==> src/rtl/video_timing_if.sv <==
// video_timing_if: run control in, pixel strobe, positions and raster flags out.
interface video_timing_if #(
    parameter int POS_WIDTH   = 10,
    parameter int FRAME_WIDTH = 8
);
    logic                   i_run;
    logic                   o_pix_en;
    logic [POS_WIDTH-1:0]   o_hpos;
    logic [POS_WIDTH-1:0]   o_vpos;
    logic                   o_hsync;
    logic                   o_vsync;
    logic                   o_hblank;
    logic                   o_vblank;
    logic                   o_visible;
    logic                   o_border;
    logic                   o_line_start;
    logic                   o_frame_start;
    logic [FRAME_WIDTH-1:0] o_frame_count;

    modport master (
        input  i_run,
        output o_pix_en, o_hpos, o_vpos, o_hsync, o_vsync, o_hblank, o_vblank,
               o_visible, o_border, o_line_start, o_frame_start, o_frame_count
    );

    modport slave (
        output i_run,
        input  o_pix_en, o_hpos, o_vpos, o_hsync, o_vsync, o_hblank, o_vblank,
               o_visible, o_border, o_line_start, o_frame_start, o_frame_count
    );
endinterface

==> src/rtl/video_timing_generator.sv <==
// video_timing_generator: raster timing with pixel-enable divider, registered
// positions/flags decoded from next-state counters, and a frame counter.
module video_timing_generator #(
    parameter int H_VISIBLE        = 640,
    parameter int H_RIGHT_BORDER   = 8,
    parameter int H_FRONT_PORCH    = 8,
    parameter int H_SYNC_TIME      = 96,
    parameter int H_BACK_PORCH     = 40,
    parameter int H_LEFT_BORDER    = 8,
    parameter int V_VISIBLE        = 480,
    parameter int V_BOTTOM_BORDER  = 8,
    parameter int V_FRONT_PORCH    = 2,
    parameter int V_SYNC_TIME      = 2,
    parameter int V_BACK_PORCH     = 25,
    parameter int V_TOP_BORDER     = 8,
    parameter int HSYNC_ACTIVE_LOW = 1,
    parameter int VSYNC_ACTIVE_LOW = 1,
    parameter int CLK_DIV          = 1,
    parameter int POS_WIDTH        = 10,
    parameter int FRAME_WIDTH      = 8
) (
    input  logic           i_clk,
    input  logic           i_rst_n,
    video_timing_if.master vt
);
    localparam int H_TOTAL = H_VISIBLE + H_RIGHT_BORDER + H_FRONT_PORCH + H_SYNC_TIME
                           + H_BACK_PORCH + H_LEFT_BORDER;
    localparam int V_TOTAL = V_VISIBLE + V_BOTTOM_BORDER + V_FRONT_PORCH + V_SYNC_TIME
                           + V_BACK_PORCH + V_TOP_BORDER;
    localparam int H_SYNC_START = H_VISIBLE + H_RIGHT_BORDER + H_FRONT_PORCH;
    localparam int V_SYNC_START = V_VISIBLE + V_BOTTOM_BORDER + V_FRONT_PORCH;
    localparam int DIV_W = CLK_DIV > 1 ? $clog2(CLK_DIV) : 1;
    localparam logic [DIV_W-1:0]     DIV_LAST = DIV_W'(CLK_DIV - 1);
    localparam logic [POS_WIDTH-1:0] H_LAST   = POS_WIDTH'(H_TOTAL - 1);
    localparam logic [POS_WIDTH-1:0] V_LAST   = POS_WIDTH'(V_TOTAL - 1);
    localparam logic HS_LOW = HSYNC_ACTIVE_LOW != 0;
    localparam logic VS_LOW = VSYNC_ACTIVE_LOW != 0;

    if (H_VISIBLE < 1 || V_VISIBLE < 1 || H_SYNC_TIME < 1 || V_SYNC_TIME < 1 || CLK_DIV < 1)
    begin : g_bad_cfg
        $error("video_timing_generator: illegal timing parameters");
    end

    logic [DIV_W-1:0]       div_q, div_d;
    logic [POS_WIDTH-1:0]   hpos_q, hpos_d, vpos_q, vpos_d;
    logic [FRAME_WIDTH-1:0] frame_q, frame_d;
    logic                   pix_en, h_wrap, v_wrap;
    logic                   hsync_q, hsync_d, vsync_q, vsync_d;
    logic                   hblank_q, hblank_d, vblank_q, vblank_d;
    logic                   visible_q, visible_d, border_q, border_d;
    logic                   line_start_q, line_start_d, frame_start_q, frame_start_d;
    int                     hp, vp;

    always_comb begin
        pix_en   = i_rst_n & vt.i_run & (div_q == DIV_LAST);
        div_d    = vt.i_run ? (div_q == DIV_LAST ? '0 : div_q + 1'b1) : div_q;
        h_wrap   = hpos_q == H_LAST;
        v_wrap   = vpos_q == V_LAST;
        hpos_d   = pix_en ? (h_wrap ? '0 : hpos_q + 1'b1) : hpos_q;
        vpos_d   = (pix_en & h_wrap) ? (v_wrap ? '0 : vpos_q + 1'b1) : vpos_q;
        frame_d  = frame_q + FRAME_WIDTH'(pix_en & h_wrap & v_wrap);
        // Flags decode the next-state position so they line up with it once registered.
        hp       = int'(hpos_d);
        vp       = int'(vpos_d);
        hblank_d = hp >= H_VISIBLE;
        vblank_d = vp >= V_VISIBLE;
        visible_d = !hblank_d && !vblank_d;
        border_d = (hp < H_VISIBLE + H_RIGHT_BORDER || hp >= H_TOTAL - H_LEFT_BORDER)
                && (vp < V_VISIBLE + V_BOTTOM_BORDER || vp >= V_TOTAL - V_TOP_BORDER)
                && !visible_d;
        hsync_d  = (hp >= H_SYNC_START && hp < H_SYNC_START + H_SYNC_TIME) ^ HS_LOW;
        vsync_d  = (vp >= V_SYNC_START && vp < V_SYNC_START + V_SYNC_TIME) ^ VS_LOW;
        line_start_d  = hpos_d == '0;
        frame_start_d = line_start_d && vpos_d == '0;
    end

    always_ff @(posedge i_clk or negedge i_rst_n) begin
        if (!i_rst_n) begin
            div_q         <= '0;
            hpos_q        <= '0;
            vpos_q        <= '0;
            frame_q       <= '0;
            hsync_q       <= HS_LOW;
            vsync_q       <= VS_LOW;
            hblank_q      <= 1'b0;
            vblank_q      <= 1'b0;
            visible_q     <= 1'b1;
            border_q      <= 1'b0;
            line_start_q  <= 1'b1;
            frame_start_q <= 1'b1;
        end else begin
            div_q         <= div_d;
            hpos_q        <= hpos_d;
            vpos_q        <= vpos_d;
            frame_q       <= frame_d;
            hsync_q       <= hsync_d;
            vsync_q       <= vsync_d;
            hblank_q      <= hblank_d;
            vblank_q      <= vblank_d;
            visible_q     <= visible_d;
            border_q      <= border_d;
            line_start_q  <= line_start_d;
            frame_start_q <= frame_start_d;
        end
    end

    assign vt.o_pix_en      = pix_en;
    assign vt.o_hpos        = hpos_q;
    assign vt.o_vpos        = vpos_q;
    assign vt.o_hsync       = hsync_q;
    assign vt.o_vsync       = vsync_q;
    assign vt.o_hblank      = hblank_q;
    assign vt.o_vblank      = vblank_q;
    assign vt.o_visible     = visible_q;
    assign vt.o_border      = border_q;
    assign vt.o_line_start  = line_start_q;
    assign vt.o_frame_start = frame_start_q;
    assign vt.o_frame_count = frame_q;
endmodule

==> src/flat_wrapper.sv <==
// flat-port wrapper written by rule: the top's interface ports become plain ports
module video_timing_generator_flat 
#(
    parameter int H_VISIBLE        = 640,
    parameter int H_RIGHT_BORDER   = 8,
    parameter int H_FRONT_PORCH    = 8,
    parameter int H_SYNC_TIME      = 96,
    parameter int H_BACK_PORCH     = 40,
    parameter int H_LEFT_BORDER    = 8,
    parameter int V_VISIBLE        = 480,
    parameter int V_BOTTOM_BORDER  = 8,
    parameter int V_FRONT_PORCH    = 2,
    parameter int V_SYNC_TIME      = 2,
    parameter int V_BACK_PORCH     = 25,
    parameter int V_TOP_BORDER     = 8,
    parameter int HSYNC_ACTIVE_LOW = 1,
    parameter int VSYNC_ACTIVE_LOW = 1,
    parameter int CLK_DIV          = 1,
    parameter int POS_WIDTH        = 10,
    parameter int FRAME_WIDTH      = 8
)
  (i_clk, i_rst_n, vt_i_run, vt_o_pix_en, vt_o_hpos, vt_o_vpos, vt_o_hsync, vt_o_vsync, vt_o_hblank, vt_o_vblank, vt_o_visible, vt_o_border, vt_o_line_start, vt_o_frame_start, vt_o_frame_count);
  video_timing_if #(.POS_WIDTH(POS_WIDTH), .FRAME_WIDTH(FRAME_WIDTH)) vt_i ();
  input  logic i_clk;
  input  logic i_rst_n;
  input wire logic [$bits(vt_i.i_run)-1:0] vt_i_run;
  output wire logic [$bits(vt_i.o_pix_en)-1:0] vt_o_pix_en;
  output wire logic [$bits(vt_i.o_hpos)-1:0] vt_o_hpos;
  output wire logic [$bits(vt_i.o_vpos)-1:0] vt_o_vpos;
  output wire logic [$bits(vt_i.o_hsync)-1:0] vt_o_hsync;
  output wire logic [$bits(vt_i.o_vsync)-1:0] vt_o_vsync;
  output wire logic [$bits(vt_i.o_hblank)-1:0] vt_o_hblank;
  output wire logic [$bits(vt_i.o_vblank)-1:0] vt_o_vblank;
  output wire logic [$bits(vt_i.o_visible)-1:0] vt_o_visible;
  output wire logic [$bits(vt_i.o_border)-1:0] vt_o_border;
  output wire logic [$bits(vt_i.o_line_start)-1:0] vt_o_line_start;
  output wire logic [$bits(vt_i.o_frame_start)-1:0] vt_o_frame_start;
  output wire logic [$bits(vt_i.o_frame_count)-1:0] vt_o_frame_count;
  assign vt_i.i_run = vt_i_run;
  assign vt_o_pix_en = vt_i.o_pix_en;
  assign vt_o_hpos = vt_i.o_hpos;
  assign vt_o_vpos = vt_i.o_vpos;
  assign vt_o_hsync = vt_i.o_hsync;
  assign vt_o_vsync = vt_i.o_vsync;
  assign vt_o_hblank = vt_i.o_hblank;
  assign vt_o_vblank = vt_i.o_vblank;
  assign vt_o_visible = vt_i.o_visible;
  assign vt_o_border = vt_i.o_border;
  assign vt_o_line_start = vt_i.o_line_start;
  assign vt_o_frame_start = vt_i.o_frame_start;
  assign vt_o_frame_count = vt_i.o_frame_count;
  video_timing_generator #(.H_VISIBLE(H_VISIBLE), .H_RIGHT_BORDER(H_RIGHT_BORDER), .H_FRONT_PORCH(H_FRONT_PORCH), .H_SYNC_TIME(H_SYNC_TIME), .H_BACK_PORCH(H_BACK_PORCH), .H_LEFT_BORDER(H_LEFT_BORDER), .V_VISIBLE(V_VISIBLE), .V_BOTTOM_BORDER(V_BOTTOM_BORDER), .V_FRONT_PORCH(V_FRONT_PORCH), .V_SYNC_TIME(V_SYNC_TIME), .V_BACK_PORCH(V_BACK_PORCH), .V_TOP_BORDER(V_TOP_BORDER), .HSYNC_ACTIVE_LOW(HSYNC_ACTIVE_LOW), .VSYNC_ACTIVE_LOW(VSYNC_ACTIVE_LOW), .CLK_DIV(CLK_DIV), .POS_WIDTH(POS_WIDTH), .FRAME_WIDTH(FRAME_WIDTH)) u_core (.i_clk(i_clk), .i_rst_n(i_rst_n), .vt(vt_i));
endmodule
==> config.mk <==
export PLATFORM = sky130hd
export DESIGN_NAME = video_timing_generator_flat
export DESIGN_NICKNAME = d
export VERILOG_FILES = /design/src/rtl/video_timing_if.sv /design/src/rtl/video_timing_generator.sv /design/src/flat_wrapper.sv
export SDC_FILE = /design/constraint.sdc
export NUM_CORES = 1
export LEC_CHECK = 0
export CAP_MARGIN = 20
export CORE_ASPECT_RATIO = 0.75
export CORE_MARGIN = 2
export CORE_UTILIZATION = 54
export DETAILED_ROUTE_END_ITERATION = 8
export PLACE_DENSITY = 0.85
export SYNTH_ARGS = -nofsm -noshare
export SYNTH_HDL_FRONTEND = slang
export SYNTH_SLANG_ARGS = --single-unit
==> constraint.sdc <==
create_clock -name i_clk -period 4 [get_ports i_clk]
set_clock_uncertainty 0.1 [all_clocks]
set_input_delay 1.2 -clock i_clk [delete_from_list [all_inputs] [get_ports i_clk]]
set_output_delay 1.2 -clock i_clk [all_outputs]
set_load 0.05 [all_outputs]
==> flow_summary_export.csv, run 1 <==
group,metric,value,unit
grt,grt_pass1_vias,1483,
setup_path,critical_path_class,"input port to primary output",
sta,fin_setup_tns,0,ns
clocking,clk_pin_slew,0.08,ns
yosys,synth_cell_types,45,
detailed_routing,via_per_inst,6.12,
clocking,cts_buffer_depth,2,
sta,slew_violations,0,
clocking,cts_tree,"built",
floorplanning,core,3240,um^2
floorplanning,die_h,53.9,um
setup_path,arrival,2.35,ns
floorplanning,die-area,3810,um^2
clocking,post_cts.repair.setup_buffers,0,
grt,grt_pass1_wl,7230,um
power,ir_worst_vdd,417,uV
clocking,h-tree-depth,2,
detailed_routing,detail_route.wirelength,4560,um
clocking,cts_hold_buf,0,
sta,post-route-min-period,3.65,ns
power,finalPower,926,uW
sta,fmax,274,MHz
detailed_routing,vias,1604,
detailed_routing,final_antenna_net_count,0,
power,p_leak,1.08,nW
clocking,cts-root-buf,"clkbuf_8",
yosys,synth_edf_count,0,
clocking,clock_sinks,36,
placed_design,place_inst,254,
placed_design,dp_hpwl,3390,um
layout,syn_to_final_growth,31.5,%
power,power_density,392,nW/um^2
sta,timing.final.crit_share,91.4,%
floorplanning,io_pins,40,
grt,use_met1,32.3,%
grt,busiest_layer,"met2",
layout,antennaDiodeCount,0,
detailed_routing,dr.first_iter.drc_count,122,
layout,layout-drive-gt1-share,15.3,%
clocking,ctsResizeCount,0,
yosys,synth_area,1800,um^2
yosys,synth.ff_latch_count,36,
setup_path,worstPathRequired,2.70,ns
yosys,async_reset_ff_share,100,%
detailed_routing,drc_errors,0,
grt,met3_usage,7.30,%
sta,setup_viol,0,
worst_hold_path,min_path_type,"register to register",
yosys,yosysWarnings,0,
sta,worst_slack,0.345,ns
grt,grt_remaining_overflow,0,
grt,grtUsageTotal,25.6,%
yosys,synthTopCellsByCount,"dfrtp_1, nand2_1, xnor2_1",
sta,timing.slew.headroom,65.7,%
placed_design,place_ws,0.0990,ns
sta,worst_pin_slew,0.513,ns
sta,rsz0062_at_grt,"no",
yosys,yosysMostFrequentCell,"dfrtp_1",
grt,grt_use_met2,41.7,%
yosys,yosysTopAreaCellShare,43.2,%
setup_path,cp_max_fo,10,
run,cap_violations,0,
layout,fin_cells,262,
grt,antenna_found_initial,0,
sta,hold_viol,0,
yosys,ys_top_cells_by_area,"dfrtp_1, dfstp_2, xnor2_1",
yosys,seq_area_frac_synth,50.5,%
floorplanning,std_cell_rows,18,
layout,nets,229,
detailed_routing,drtPass1Iterations,4,
detailed_routing,wire_per_inst,17.4,um
floorplanning,initial_core_util,55.4,%
yosys,synth_cells,172,
yosys,synth_nets,180,
setup_path,crit_path_end_kind,"primary output",
grt,grt_max_degree,29,
yosys,ys.flop_type,"dfrtp_1",
status,outcome,"finished clean",
setup_path,critPathLaunchType,"input port",
clocking,clkLatencyLatePin,0.30,ns
floorplanning,dieWidth,70.6,um
placed_design,gp_congestion,1.00,
placed_design,portBuffers,39,
yosys,syn_avg_cell_area,10.4,um^2
yosys,yosysTopAreaCell,"dfrtp_1",
clocking,cts_buffers,5,
[flip-flops by register name (all words and copies together) (netlist names)]
register                 count
u_core.vt.o_border           1
u_core.vt.o_vpos            10
u_core.vt.o_hpos            10
u_core.vt.o_vsync            1
u_core.vt.o_vblank           1
u_core.vt.o_hsync            1
u_core.vt.o_hblank           1
u_core.vt.o_frame_start      1
u_core.vt.o_visible          1
u_core.vt.o_line_start       1
u_core.vt.o_frame_count      8
[kinds of logic (layout without fill, tap and decap cells)]
family                   count (synthesis)  after routing  synth area share, %
AND/OR/NAND/NOR                         75             75                 25.9
buffers and inverters                   13             63                 3.07
AO/OA/AOI/OAI                           26             26                 8.50
XOR/XNOR                                14             14                 6.83
multiplexers                             3              3                 1.74
flip-flops                              36             36                 50.5
adder cells (fa/ha/maj)                  5              5                 3.48
[cell usage in the layout, fill, tap and decap left out, drive strengths merged, types with 2 or more instances in the layout]
| cell type | instances |
|---|---|
| nand2 | 17 |
| mux2i | 2 |
| xnor2 | 12 |
| or4b | 2 |
| inv | 10 |
| o21ai | 11 |
| and3 | 5 |
| nor3 | 6 |
| or4 | 2 |
| xor2 | 2 |
| clkbuf | 5 |
| or3 | 2 |
| a21oi | 7 |
| clkinv | 3 |
| ha | 5 |
| nor4 | 5 |
| dfrtp | 31 |
| buf | 7 |
| and4 | 4 |
| clkdlybuf4s50 | 38 |
| o211ai | 2 |
| nor2 | 7 |
| nand3 | 7 |
| nand4 | 9 |
| and2 | 3 |
| dfstp | 5 |
[stage by stage]
| stage | instance area [um^2] | hold WS (ns) | util (%) |
|---|---|---|---|
| 2_1_floorplan | 1800 | 0.686 | - |
| 4_1_cts | 2360 | 0.379 | 72.8 |
| 3_3_place_gp | 2270 | 0.360 | 70.1 |
| 5_1_grt | 2360 | 0.410 | 72.8 |
| 6_report | 2360 | 0.379 | 72.8 |
| 3_5_place_dp | 2270 | 0.369 | 70.1 |
[path summary, 6_finish.rpt]
kind,from,endpoint,slack (ns),depth (start not counted)
max,i_rst_n,vt_o_pix_en,0.35,4
min,u_core.vt.o_frame_count[7],u_core.vt.o_frame_count[7],0.38,1
max reg2reg,u_core.vt.o_vpos[0],u_core.vt.o_border,0.92,9
min reg2reg,u_core.vt.o_frame_count[7],u_core.vt.o_frame_count[7],0.38,1
max in group asynchronous,i_rst_n,u_core.vt.o_visible,2.16,2
min in group asynchronous,i_rst_n,u_core.vt.o_hpos[7],1.24,2
[power breakdown]
part,leakage [nW],internal (mW),switching (mW)
clock network,0.0479,0.121,0.136
logic,0.580,0.0802,0.166
registers,0.453,0.391,0.0318
total,1.08,0.592,0.334
[critical path, cell delays in order]
cell,delay (ns)
clkdlybuf4s50_1,0.57
nand2_1,0.23
inv_1,0.20
buf_12,0.16
[layout make-up]
cell class | count | area (um^2)
clock buffers | 5 | 68.8
clock inverters | 3 | 18.8
fillers | 239 | 882
inverters | 10 | 37.5
multi-input cells | 123 | 833
flip-flops and latches | 36 | 907
well taps | 40 | 50.0
repair buffers | 45 | 445
[layer usage]
layer / part of all wire [%] / vias up
li1: - / 720
met1: 42 / 767
met5: 0 / -
met3: 8.3 / 18
met2: 46 / 99
met4: 2.8 / 0
(Power assumes the default switching activity.)
==> inputs of run 2 (changes only) <==
--- a/config.mk
+++ b/config.mk
@@ -8,9 +8,9 @@
 export CAP_MARGIN = 20
 export CORE_ASPECT_RATIO = 0.75
 export CORE_MARGIN = 2
-export CORE_UTILIZATION = 54
+export CORE_UTILIZATION = 45
 export DETAILED_ROUTE_END_ITERATION = 8
-export PLACE_DENSITY = 0.85
+export PLACE_DENSITY = 0.79
 export SYNTH_ARGS = -nofsm -noshare
 export SYNTH_HDL_FRONTEND = slang
 export SYNTH_SLANG_ARGS = --single-unit
==> constraint.sdc (replaced) <==
create_clock -name i_clk -period 3.1 [get_ports i_clk]
set_clock_uncertainty 0.1 [all_clocks]
set_input_delay 0.93 -clock i_clk [delete_from_list [all_inputs] [get_ports i_clk]]
set_output_delay 0.93 -clock i_clk [all_outputs]
set_load 0.05 [all_outputs]
==> run 2 against run 1 <==
Core utilization decreased by 2.9 points. Global-route usage decreased by 4.5 points. Largest cell class unchanged. Sequential share of layout area decreased by 3.6 points. Total power increased by 30%. Wire length increased by 2.0%. Critical path type is now register to register. Register-to-register slack got worse by 0.73 ns.
==> flow_summary_export.csv, run 2 (synthesis gave the netlist of run 1 again) <==
group,metric,value,unit
floorplanning,die_h,58.7,um
placed_design,place_inst,285,
layout,layout_commonest_cell,"clkdlybuf4s50_1",
run,cap_violations,0,
grt,grtUsageTotal,21.1,%
clocking,cts_buffer_depth,2,
sta,setup_viol,0,
placed_design,portBuffers,39,
layout,nets,255,
sta,slew_violations,0,
detailed_routing,drtPass1Iterations,4,
floorplanning,die-area,4520,um^2
power,ir_worst_vdd,495,uV
grt,grt_remaining_overflow,0,
placed_design,dp_hpwl,3230,um
layout,layout-drive-gt1-share,26.6,%
setup_path,arrival,3.04,ns
setup_path,critPathLaunchType,"register",
power,p_leak,1.21,nW
floorplanning,std_cell_rows,19,
detailed_routing,drc_errors,0,
setup_path,cp_max_fo,6,
sta,holdWs,0.380,ns
detailed_routing,detail_route.wirelength,4650,um
detailed_routing,dr.first_iter.drc_count,142,
sta,hold_viol,0,
clocking,cts_buffers,5,
detailed_routing,vias,1668,
clocking,cts_hold_buf,0,
detailed_routing,wire_per_inst,15.5,um
layout,syn_to_final_growth,45.2,%
sta,timing.final.crit_share,93.9,%
setup_path,critical_path_class,"register to register",
setup_path,crit_path_end_kind,"register",
clocking,clk_pin_slew,0.07,ns
setup_path,rr_startpoint,"u_core.vt.o_vpos[0]",
clocking,cts_tree,"built",
floorplanning,core,3730,um^2
sta,timing.slew.headroom,66.9,%
status,outcome,"finished clean",
setup_path,worstPathRequired,3.23,ns
sta,rsz0062_at_grt,"no",
sta,fin_setup_tns,0,ns
sta,worst_pin_slew,0.491,ns
floorplanning,io_pins,40,
setup_path,crit_path_start,"u_core.vt.o_vpos[0]",
setup_path,timing.rr.end,"u_core.vt.o_frame_start",
layout,antennaDiodeCount,0,
setup_path,r2r_slack,0.19,ns
placed_design,gp_congestion,0.832,
setup_path,worst-r2r-cell-count,9,
setup_path,worstSetupEndpoint,"u_core.vt.o_frame_start",
detailed_routing,via_per_inst,5.56,
floorplanning,dieWidth,76.9,um
layout,layout_common_cells,"clkdlybuf4s50_1, dfrtp_1, buf_4",
power,finalPower,1.20,mW
clocking,cts-root-buf,"clkbuf_8",
sta,post-route-min-period,2.91,ns
detailed_routing,final_antenna_net_count,0,
layout,fin_cells,300,
worst_hold_path,min_path_type,"register to register",
grt,antenna_found_initial,0,
clocking,clkLatencyLatePin,0.29,ns
power,power_density,460,nW/um^2
grt,grt_pass1_wl,7270,um
grt,grt_max_degree,37,
clocking,h-tree-depth,2,
grt,grt_pass1_vias,1442,
sta,fmax,344,MHz
floorplanning,initial_core_util,48.1,%
clocking,clock_sinks,36,
[run 2: cell count changes in the layout (fill, tap and decap cells not counted), sizes merged]
cell           change
buf               +26
dlymetal6s2s       +1
and4               +1
clkinv             -2
clkbuf             +2
clkdlybuf4s50      -2
[run 2: metrics by stage]
stage / area (um^2) / utilization (%) / worst slack, ns
floorplan: 1800 / - / 0.118
global placement: 2430 / 65.0 / -0.277
detailed placement: 2430 / 65.0 / -0.333
CTS: 2510 / 67.2 / 0.0149
global route: 2610 / 69.9 / 0.0753
finish: 2610 / 69.9 / 0.189
[run 2: worst min path at each step]
stage	slack [ns]	cells past startpoint	start	to
after global placement	0.37	1	u_core.vt.o_frame_count[7]	u_core.vt.o_frame_count[7]
after CTS	0.39	1	u_core.vt.o_frame_count[7]	u_core.vt.o_frame_count[7]
after floorplan	0.53	0	i_rst_n	u_core.vt.o_border
after global routing	0.42	1	u_core.vt.o_frame_count[7]	u_core.vt.o_frame_count[7]
final	0.38	1	u_core.vt.o_frame_count[7]	u_core.vt.o_frame_count[7]
after detailed placement	0.38	1	u_core.vt.o_frame_count[7]	u_core.vt.o_frame_count[7]
[run 2: per-layer routing]
layer	routed length, um	vias to the layer above	global-route usage, %
met3	348	2	6.29
met5	0	-	0
li1	-	777	-
met1	2190	816	30.5
met4	22	0	6.23
met2	2090	73	31.1
[run 2: critical path, stage by stage (launching register included)]
cell and delay (ns):
dfrtp_1 0.45, inv_1 0.14, ha_1 0.19, or4b_4 0.49, nor4_4 0.27, o21ai_1 0.11, a22o_1 0.25, or4_4 0.43
nor3_4 0.25, and3_1 0.18
[run 2: layout make-up]
type                       count  area (um^2)
timing repair buffer          70          634
tap                           52         65.1
fill                         302         1120
multi-input combinational    124          882
inverter                      10         37.5
clock buffer                   7         76.3
clock inverter                 1         5.00
sequential                    36          907
[run 2: power by group]
part	internal, mW	total (mW)	switching, mW	leakage (nW)
clock network	0.158	0.324	0.166	0.0422
logic	0.117	0.332	0.215	0.720
registers	0.504	0.544	0.0402	0.453
[run 2: timing repair]
| item | in CTS | in global routing |
|---|---|---|
| pin swaps | 0 | 3 |
| endpoints found under the setup margin | 2 | 2 |
| cloned | 0 | 1 |
| gates resized for setup | 1 | 10 |
| setup buffers | 0 | 6 |
